`src/rtl/axi_page_rd_sched_if.sv`:
```
// Bus bundle for the page-ring scheduler: writer status, reader command/ack and
// ring occupancy. The scheduler takes the slave view; the environment takes the master view.
interface axi_page_rd_sched_if #(
  parameter int unsigned ADDR_WIDTH = 32,
  parameter int unsigned PAGE_NUM   = 16
);
  localparam int unsigned CW = $clog2(PAGE_NUM + 1);

  logic                  i_wr_done;
  logic [ADDR_WIDTH-1:0] o_wr_addr;
  logic                  o_wr_allow;
  logic                  o_rd_req;
  logic [ADDR_WIDTH-1:0] o_rd_addr;
  logic                  i_rd_ack;
  logic                  i_rd_done;
  logic [CW-1:0]         o_used;
  logic                  o_full;
  logic                  o_empty;
  logic                  o_ovf;
  logic                  i_clr_ovf;

  modport slave (
    input  i_wr_done, i_rd_ack, i_rd_done, i_clr_ovf,
    output o_wr_addr, o_wr_allow, o_rd_req, o_rd_addr, o_used, o_full, o_empty, o_ovf
  );

  modport master (
    output i_wr_done, i_rd_ack, i_rd_done, i_clr_ovf,
    input  o_wr_addr, o_wr_allow, o_rd_req, o_rd_addr, o_used, o_full, o_empty, o_ovf
  );
endinterface

```
`src/rtl/axi_page_rd_sched.sv`:
```
// Page-ring scheduler for the DDR frame buffer: hands the writer its next page,
// issues one read command at a time and frees pages in write order.
module axi_page_rd_sched #(
  parameter int unsigned            ADDR_WIDTH = 32,
  parameter logic [ADDR_WIDTH-1:0]  START_ADDR = '0,
  parameter int unsigned            PAGE_BYTES = 4096,
  parameter int unsigned            PAGE_NUM   = 16
) (
  input  logic                   i_clk,
  input  logic                   i_rst,
  axi_page_rd_sched_if.slave     bus
);
  localparam int unsigned CW = $clog2(PAGE_NUM + 1);
  localparam int unsigned PW = $clog2(PAGE_NUM);

  typedef enum logic [1:0] {IDLE, REQ, BUSY} state_t;

  state_t                state, state_n;
  logic [PW-1:0]         wr_ptr, wr_ptr_n, rd_ptr, rd_ptr_n;
  logic [CW-1:0]         used, used_n, pend, pend_n;
  logic                  rd_req, rd_req_n, ovf, ovf_n;
  logic [ADDR_WIDTH-1:0] wr_addr, wr_addr_n, rd_addr, rd_addr_n;
  logic                  full, wr_acc, ack_acc, rd_fin;

  function automatic logic [PW-1:0] ptr_inc(input logic [PW-1:0] p);
    return (p == PW'(PAGE_NUM - 1)) ? '0 : p + PW'(1);
  endfunction

  function automatic logic [ADDR_WIDTH-1:0] page_addr(input logic [PW-1:0] p);
    return START_ADDR + ADDR_WIDTH'(p) * ADDR_WIDTH'(PAGE_BYTES);
  endfunction

  always_comb begin
    full      = (used == CW'(PAGE_NUM));
    wr_acc    = bus.i_wr_done && !full;
    ack_acc   = (state == REQ) && bus.i_rd_ack;
    rd_fin    = (state == BUSY) && bus.i_rd_done;
    wr_ptr_n  = wr_acc ? ptr_inc(wr_ptr) : wr_ptr;
    wr_addr_n = page_addr(wr_ptr_n);
    used_n    = used + CW'(wr_acc) - CW'(rd_fin);
    pend_n    = pend + CW'(wr_acc) - CW'(ack_acc);
    // A rejected write sets overflow even when a clear arrives on the same edge
    if (bus.i_wr_done && full) ovf_n = 1'b1;
    else if (bus.i_clr_ovf)    ovf_n = 1'b0;
    else                       ovf_n = ovf;

    state_n   = state;
    rd_req_n  = rd_req;
    rd_addr_n = rd_addr;
    rd_ptr_n  = rd_ptr;
    case (state)
      IDLE: if (pend != '0) begin
        state_n   = REQ;
        rd_req_n  = 1'b1;
        rd_addr_n = page_addr(rd_ptr);
      end
      REQ: if (bus.i_rd_ack) begin
        state_n  = BUSY;
        rd_req_n = 1'b0;
        rd_ptr_n = ptr_inc(rd_ptr);
      end
      BUSY: if (bus.i_rd_done) state_n = IDLE;
      default: state_n = IDLE;
    endcase
  end

  always_ff @(posedge i_clk or posedge i_rst) begin
    if (i_rst) begin
      state   <= IDLE;
      wr_ptr  <= '0;
      rd_ptr  <= '0;
      used    <= '0;
      pend    <= '0;
      rd_req  <= 1'b0;
      ovf     <= 1'b0;
      wr_addr <= START_ADDR;
      rd_addr <= START_ADDR;
    end else begin
      state   <= state_n;
      wr_ptr  <= wr_ptr_n;
      rd_ptr  <= rd_ptr_n;
      used    <= used_n;
      pend    <= pend_n;
      rd_req  <= rd_req_n;
      ovf     <= ovf_n;
      wr_addr <= wr_addr_n;
      rd_addr <= rd_addr_n;
    end
  end

  assign bus.o_wr_addr  = wr_addr;
  assign bus.o_wr_allow = !full;
  assign bus.o_rd_req   = rd_req;
  assign bus.o_rd_addr  = rd_addr;
  assign bus.o_used     = used;
  assign bus.o_full     = full;
  assign bus.o_empty    = (used == '0);
  assign bus.o_ovf      = ovf;
endmodule

```
`src/flat_wrapper.sv`:
```
// flat-port wrapper written by rule: the top's interface ports become plain ports
module axi_page_rd_sched_flat 
#(
  parameter int unsigned            ADDR_WIDTH = 32,
  parameter logic [ADDR_WIDTH-1:0]  START_ADDR = '0,
  parameter int unsigned            PAGE_BYTES = 4096,
  parameter int unsigned            PAGE_NUM   = 16
)
  (i_clk, i_rst, bus_i_wr_done, bus_i_rd_ack, bus_i_rd_done, bus_i_clr_ovf, bus_o_wr_addr, bus_o_wr_allow, bus_o_rd_req, bus_o_rd_addr, bus_o_used, bus_o_full, bus_o_empty, bus_o_ovf);
  axi_page_rd_sched_if #(.ADDR_WIDTH(ADDR_WIDTH), .PAGE_NUM(PAGE_NUM)) bus_i ();
  input  logic i_clk;
  input  logic i_rst;
  input wire logic [$bits(bus_i.i_wr_done)-1:0] bus_i_wr_done;
  input wire logic [$bits(bus_i.i_rd_ack)-1:0] bus_i_rd_ack;
  input wire logic [$bits(bus_i.i_rd_done)-1:0] bus_i_rd_done;
  input wire logic [$bits(bus_i.i_clr_ovf)-1:0] bus_i_clr_ovf;
  output wire logic [$bits(bus_i.o_wr_addr)-1:0] bus_o_wr_addr;
  output wire logic [$bits(bus_i.o_wr_allow)-1:0] bus_o_wr_allow;
  output wire logic [$bits(bus_i.o_rd_req)-1:0] bus_o_rd_req;
  output wire logic [$bits(bus_i.o_rd_addr)-1:0] bus_o_rd_addr;
  output wire logic [$bits(bus_i.o_used)-1:0] bus_o_used;
  output wire logic [$bits(bus_i.o_full)-1:0] bus_o_full;
  output wire logic [$bits(bus_i.o_empty)-1:0] bus_o_empty;
  output wire logic [$bits(bus_i.o_ovf)-1:0] bus_o_ovf;
  assign bus_i.i_wr_done = bus_i_wr_done;
  assign bus_i.i_rd_ack = bus_i_rd_ack;
  assign bus_i.i_rd_done = bus_i_rd_done;
  assign bus_i.i_clr_ovf = bus_i_clr_ovf;
  assign bus_o_wr_addr = bus_i.o_wr_addr;
  assign bus_o_wr_allow = bus_i.o_wr_allow;
  assign bus_o_rd_req = bus_i.o_rd_req;
  assign bus_o_rd_addr = bus_i.o_rd_addr;
  assign bus_o_used = bus_i.o_used;
  assign bus_o_full = bus_i.o_full;
  assign bus_o_empty = bus_i.o_empty;
  assign bus_o_ovf = bus_i.o_ovf;
  axi_page_rd_sched #(.ADDR_WIDTH(ADDR_WIDTH), .START_ADDR(START_ADDR), .PAGE_BYTES(PAGE_BYTES), .PAGE_NUM(PAGE_NUM)) u_core (.i_clk(i_clk), .i_rst(i_rst), .bus(bus_i));
endmodule
```
`config.mk`:
```
export PLATFORM = sky130hd
export DESIGN_NAME = axi_page_rd_sched_flat
export DESIGN_NICKNAME = d
export VERILOG_FILES = /design/src/rtl/axi_page_rd_sched_if.sv /design/src/rtl/axi_page_rd_sched.sv /design/src/flat_wrapper.sv
export SDC_FILE = /design/constraint.sdc
export NUM_CORES = 1
export LEC_CHECK = 0
export ABC_AREA = 1
export BUFFER_PORTS_ARGS = -buffer_cell sky130_fd_sc_hd__buf_2
export CORE_MARGIN = 2
export CORE_UTILIZATION = 48
export CTS_CLUSTER_DIAMETER = 80
export DETAILED_ROUTE_END_ITERATION = 10
export HOLD_SLACK_MARGIN = 0.05
export PLACE_DENSITY_LB_ADDON = 0.15
export SLEW_MARGIN = 10
export SYNTH_ARGS = -nofsm -noshare
export SYNTH_HDL_FRONTEND = slang
export SYNTH_SLANG_ARGS = --single-unit
```
`constraint.sdc`:
```
create_clock -name i_clk -period 2.5 [get_ports i_clk]
set_input_delay 0.5 -clock i_clk [delete_from_list [all_inputs] [get_ports i_clk]]
set_output_delay 0.5 -clock i_clk [all_outputs]
set_load 0.02 [all_outputs]
```
# Yosys cells after proc, flatten, opt, wreduce, memory -nomap -nowiden
# Index checks and enable logic that the tools add are counted.
# W data, S select, Z words.
[totals]
reg_bits = 26
out_inout_bits = 74
elab_cells = 48
[classes]
add_sub_neg = 6
n_eq_ne = 8
muxes = 12
n_reduce_logical = 14
[op_table]
columns = ["cell", "count"]
rows = [
  ["$mux W4", 3],
  ["$add A5 B1 Y5", 2],
  ["$sub A5 B1 Y5", 2],
  ["$add A4 B1 Y4 const B", 2],
  ["$eq A4 B4 Y1 const B", 2],
  ["$mux W2", 3],
  ["$pmux W2 S3", 1],
  ["$reduce_and A3 Y1", 2],
  ["$eq A5 B5 Y1 const B", 1],
  ["$logic_not A5 Y1", 1],
  ["$reduce_bool A5 Y1", 1],
  ["$logic_and A1 B1 Y1", 4],
  ["$mux W1", 4],
  ["$ne A2 B2 Y1 const B", 2],
  ["$reduce_and A2 Y1", 2],
  ["$reduce_bool A2 Y1", 2],
  ["$eq A2 B1 Y1 const B", 1],
  ["$eq A2 B2 Y1 const B", 1],
  ["$logic_not A2 Y1", 1],
  ["$ne A2 B1 Y1 const B", 1],
  ["$pmux W1 S2", 1],
  ["$logic_not A1 Y1", 1],
]

# Depth between registers and ports, before layout
[logic_depth]
ltp_word = 5
depth_mapped = 11
ltp_nobuf = 11

# Worst setup path after synthesis
# Ideal clock, no wire load.
[synth_path]
path_type = "reg2reg"
start = "reg u_core.used[2] (netlist: u_core.bus.o_used[2])"
end = "reg u_core.pend[4]"
setup_ns = 0.079
t_arrival_ns = 2.024
required_ns = 2.421
slack_ns = 0.397
stages_incl_launch_ff = 12
period_less_slack_ns = 2.103
path_cell_list = "dfrtp_1 -> inv_1 -> ha_1 -> nand3_2 -> nand2_4 -> inv_2 -> ha_1 -> inv_1 -> fa_1 -> nand3b_1 -> nand2_1 -> xor2_1"
[synth_via]
elab_chain_len = 5
[synth_lines]
columns = ["element", "line_no", "rtl"]
rows = [
  ["start, declared", "axi_page_rd_sched.sv:20", "logic [CW-1:0] used, used_n, pend, pend_n;"],
  ["start signal, assigned", "axi_page_rd_sched.sv:82", "used <= used_n;"],
  ["$eq A5 B5 Y1", "axi_page_rd_sched.sv:34", "full = (used == CW'(PAGE_NUM));"],
  ["$logic_not A1 Y1", "-", ""],
  ["net bus_o_wr_allow", "flat_wrapper.sv:18", "output wire logic [$bits(bus_i.o_wr_allow)-1:0] bus_o_wr_allow;"],
  ["$logic_and A1 B1 Y1", "axi_page_rd_sched.sv:35", "wr_acc = bus.i_wr_done && !full;"],
  ["$add A5 B1 Y5", "axi_page_rd_sched.sv:41", "pend_n = pend + CW'(wr_acc) - CW'(ack_acc);"],
  ["$sub A5 B1 Y5", "axi_page_rd_sched.sv:41", ""],
  ["net u_core.pend_n[4]", "axi_page_rd_sched.sv:20", ""],
  ["end signal, assigned", "axi_page_rd_sched.sv:83", "pend <= pend_n;"],
  ["end, declared", "axi_page_rd_sched.sv:20", ""],
]
# The timed path passes the listed nets, and every way through them passes these cells.
# A chain may end at the register's enable or synchronous reset.

# Worst setup path after layout
[layout_path]
start = "reg u_core.state[0]"
end = "reg u_core.pend[4]"
[layout_via]
elab_chain_len = 3
[layout_lines]
columns = ["element", "line_no", "rtl"]
rows = [
  ["start, declared", "axi_page_rd_sched.sv:18", "state_t state, state_n;"],
  ["start signal, assigned", "axi_page_rd_sched.sv:79", "state <= state_n;"],
  ["$eq A2 B1 Y1", "axi_page_rd_sched.sv:36", "ack_acc = (state == REQ) && bus.i_rd_ack;"],
  ["$logic_and A1 B1 Y1", "axi_page_rd_sched.sv:36", ""],
  ["net u_core.ack_acc", "axi_page_rd_sched.sv:23", "logic full, wr_acc, ack_acc, rd_fin;"],
  ["$sub A5 B1 Y5", "axi_page_rd_sched.sv:41", ""],
  ["net u_core.pend_n[4]", "axi_page_rd_sched.sv:20", ""],
]
# The timed path passes the listed nets, and every way through them passes these cells.

==> flow_metrics.env <==
export IMPL_power_total_mw=2.34
export IMPL_final_antenna_net_count=0
export IMPL_ios=80
export IMPL_fin_ws_ns=0.393
export IMPL_hold_viol_final=0
export IMPL_synthMuxAreaShare_pct=0
export IMPL_grt_pass1_vias=975
export IMPL_synth_top_family_by_area="buffers and inverters"
export IMPL_drtIter0Drc=68
export IMPL_r2r_cells=10
export IMPL_ys_seq_area_share_pct=35.6
export IMPL_die_area_mm2=0.00431
export IMPL_crit_path_start="u_core.state[0]"
export IMPL_synthesis_area_mm2=0.00183
export IMPL_syn_area_per_cell_um2=8.90
export IMPL_yosys_area_share_simple_pct=13.8
export IMPL_firstDrtPassIters=4
export IMPL_design_area_mm2=0.00184
export IMPL_leakage_nw=1.05
export IMPL_maxCapViolations=0
export IMPL_core_area_mm2=0.00366
export IMPL_rows=22
export IMPL_diodes=0
export IMPL_crit_path_start_kind="register"
export IMPL_clk_latency_ns=0.26
export IMPL_drive_above_1_share_pct=16.0
export IMPL_synth_seq_cells=26
export IMPL_crit_path_end_kind="register"
export IMPL_min_period_ns=2.11
export IMPL_grt_max_degree=27
export IMPL_cp_endpoint="u_core.pend[4]"
export IMPL_max_stage_delay_ns=0.44
export IMPL_period_share_pct=84.3
export IMPL_instances_no_fill=279
export IMPL_synth_cell_type_count=25
export IMPL_post_cts_setup_buffer_count=0
export IMPL_dp_slack_ns=0.240
export IMPL_synthAdderAreaFrac_pct=11.8
export IMPL_clock_sinks=26
export IMPL_worstPathRequired_ns=2.69
export IMPL_reg2reg_slack_ns=0.39
export IMPL_setup_viol=0
export IMPL_maxSlewViolCount=0
export IMPL_cts_tree="done"
export IMPL_dpl_instance_area_mm2=0.00179
export IMPL_grt_pass1_wl_um=4080
export IMPL_vias=1138
export IMPL_ys_top_cells_by_area="dfrtp_1, buf_4, ha_1"
export IMPL_synth_largest_area_cell="dfrtp_1"
export IMPL_ctsHoldBuffers=0
export IMPL_status="complete, no violations"
export IMPL_root_buffer="clkbuf_8"
export IMPL_cts_resized=0
export IMPL_wl_per_cell_um=8.92
export IMPL_numCtsBuffers=3
export IMPL_die_x_um=65.7
export IMPL_fin_util_pct=50.1
export IMPL_worstPathArrival_ns=2.30
export IMPL_grt_overflow=0
export IMPL_synth_xor_area_share_pct=5.21
export IMPL_grt_use_total_pct=12.3
export IMPL_clk_pin_slew_ns=0.08
export IMPL_worst_path_max_fanout=8
export IMPL_critical_path_slowest_cell="dfrtp_1"
export IMPL_fin_skew_ns=0.00218
export IMPL_yosysWarnings=0
export IMPL_dp_final_hpwl_um=2010
export IMPL_fin_tns_setup_ns=0
export IMPL_antenna_found_initial=0
export IMPL_clock_path_buffers=2
export IMPL_rsz0062_at_grt="false"
export IMPL_htreeDepth=1
export IMPL_synth_compound_area_share_pct=4.25
export IMPL_initial_core_util_pct=49.9
export IMPL_hold_path_class="primary input to async pin"
export IMPL_path_cells="nand3_2 > clkinv_2 > ha_1 > inv_1 > ha_1 > inv_1 > fa_1 > nand3b_1 > nand2_1 > xor2_1"
export IMPL_reg2reg_from="u_core.state[0]"
export IMPL_drc=0
export IMPL_syn_inst=205
export IMPL_dp_cells=276
export IMPL_timing_hold_ws_ns=0.272
export IMPL_fin_nets=255
export IMPL_fp_dieH_um=65.7
export IMPL_finalWeightedCongestion=0.762
export IMPL_via_per_inst=4.08
export IMPL_max_clock_freq_mhz=475
export IMPL_portBuffers=23
export IMPL_area_growth_pct=0.548
export IMPL_worstReg2RegEnd="u_core.pend[4]"
export IMPL_peakVddDrop_mv=0.525
export IMPL_worstSetupPathType="register to register"
export IMPL_totalWireLength_um=2490
export IMPL_synth_top_area_share_pct=35.6
export IMPL_pwr_density_cell_mw_per_mm2=1280
## critical path, delay by kind of cell (launching register included)
family	cells	cell delay, ns
xor+xnor	1	0.14
fa+ha+maj	3	0.84
buf+inv	3	0.23
flops	1	0.44
simple gates	3	0.38
## where the power goes
part / total (mW) / switching [mW] / internal (mW) / leakage (nW)
Combinational: 1.28 / 0.782 / 0.501 / 0.711
Sequential: 0.834 / 0.194 / 0.641 / 0.316
Clock: 0.227 / 0.119 / 0.108 / 0.0216
## cells in the mapped netlist
cell type	count
buf_4	56
nand2_1	27
dfrtp_1	26
inv_1	26
ha_1	14
nand3_1	11
o21ai_1	9
xnor2_1	5
a21oi_1	4
xor2_1	4
nor2_1	3
fa_1	2
inv_2	2
nand2_2	2
nand3_2	2
nand3b_1	2
nand4_1	2
clkinv_2	1
conb_1	1
nand2_4	1
nor2_2	1
nor3b_1	1
o21ai_0	1
o31ai_1	1
xnor2_2	1
## per-layer routing
| layer | track usage, % | up-vias | share of wire [%] |
|---|---|---|---|
| met4 | 4.69 | 0 | 1.7 |
| met1 | 14.8 | 513 | 46 |
| met2 | 21.0 | 47 | 46 |
| li1 | - | 576 | - |
| met5 | 0 | - | 0 |
| met3 | 3.08 | 2 | 6.5 |
## cell usage in the layout (no fill, tap or decap)
| master | n |
|---|---|
| xnor2_2 | 1 |
| clkinv_2 | 1 |
| o31ai_1 | 1 |
| inv_2 | 2 |
| nor2_2 | 1 |
| ha_1 | 14 |
| xor2_1 | 4 |
| inv_1 | 26 |
| a21oi_1 | 4 |
| nor2_1 | 3 |
| xnor2_1 | 5 |
| nor3b_1 | 1 |
| nand3_1 | 11 |
| nand2_1 | 27 |
| fa_1 | 2 |
| nand2_4 | 1 |
| buf_2 | 23 |
| o21ai_1 | 9 |
| conb_1 | 56 |
| clkbuf_8 | 3 |
| nand3b_1 | 2 |
| nand2_2 | 2 |
| buf_4 | 1 |
| dfrtp_1 | 26 |
| o21ai_0 | 1 |
| nand4_1 | 2 |
| nand3_2 | 2 |
## area by class of cell
type | count | area (µm²)
fill | 372 | 1830
inverter | 29 | 110
multi-input combinational | 149 | 851
clock buffer | 3 | 41.3
tap | 48 | 60.1
timing repair buffer | 24 | 123
sequential | 26 | 651
## flip-flops by register name (all words and copies together) (netlist names)
signal	cells
u_core.bus.o_wr_addr	4
u_core.rd_ptr	4
u_core.bus.o_rd_addr	4
u_core.bus.o_rd_req	1
u_core.state	2
u_core.pend	5
u_core.bus.o_used	5
u_core.bus.o_ovf	1
## cells by family (layout without fill, tap and decap cells)
logic type	count (synthesis)	after routing
flip-flops	26	26
AND/OR/NAND/NOR	52	52
buffers and inverters	85	56
other	1	56
AO/OA/AOI/OAI	15	15
XOR/XNOR	10	10
adder cells (fa/ha/maj)	16	16
## worst min path at each step
| stage | startpoint | end | slack (ns) | cells past startpoint |
|---|---|---|---|---|
| finish | i_rst | u_core.bus.o_wr_addr[13] | 0.27 | 3 |
| global route | i_rst | u_core.bus.o_wr_addr[13] | 0.31 | 3 |
| detailed placement | u_core.bus.o_rd_addr[14] | u_core.bus.o_rd_addr[14] | 0.47 | 2 |
| CTS | i_rst | u_core.bus.o_wr_addr[13] | 0.28 | 3 |
| floorplan | u_core.state[0] | u_core.state[1] | 0.51 | 1 |
| global placement | u_core.bus.o_rd_addr[14] | u_core.bus.o_rd_addr[14] | 0.46 | 2 |
(Power assumes the default switching activity.)
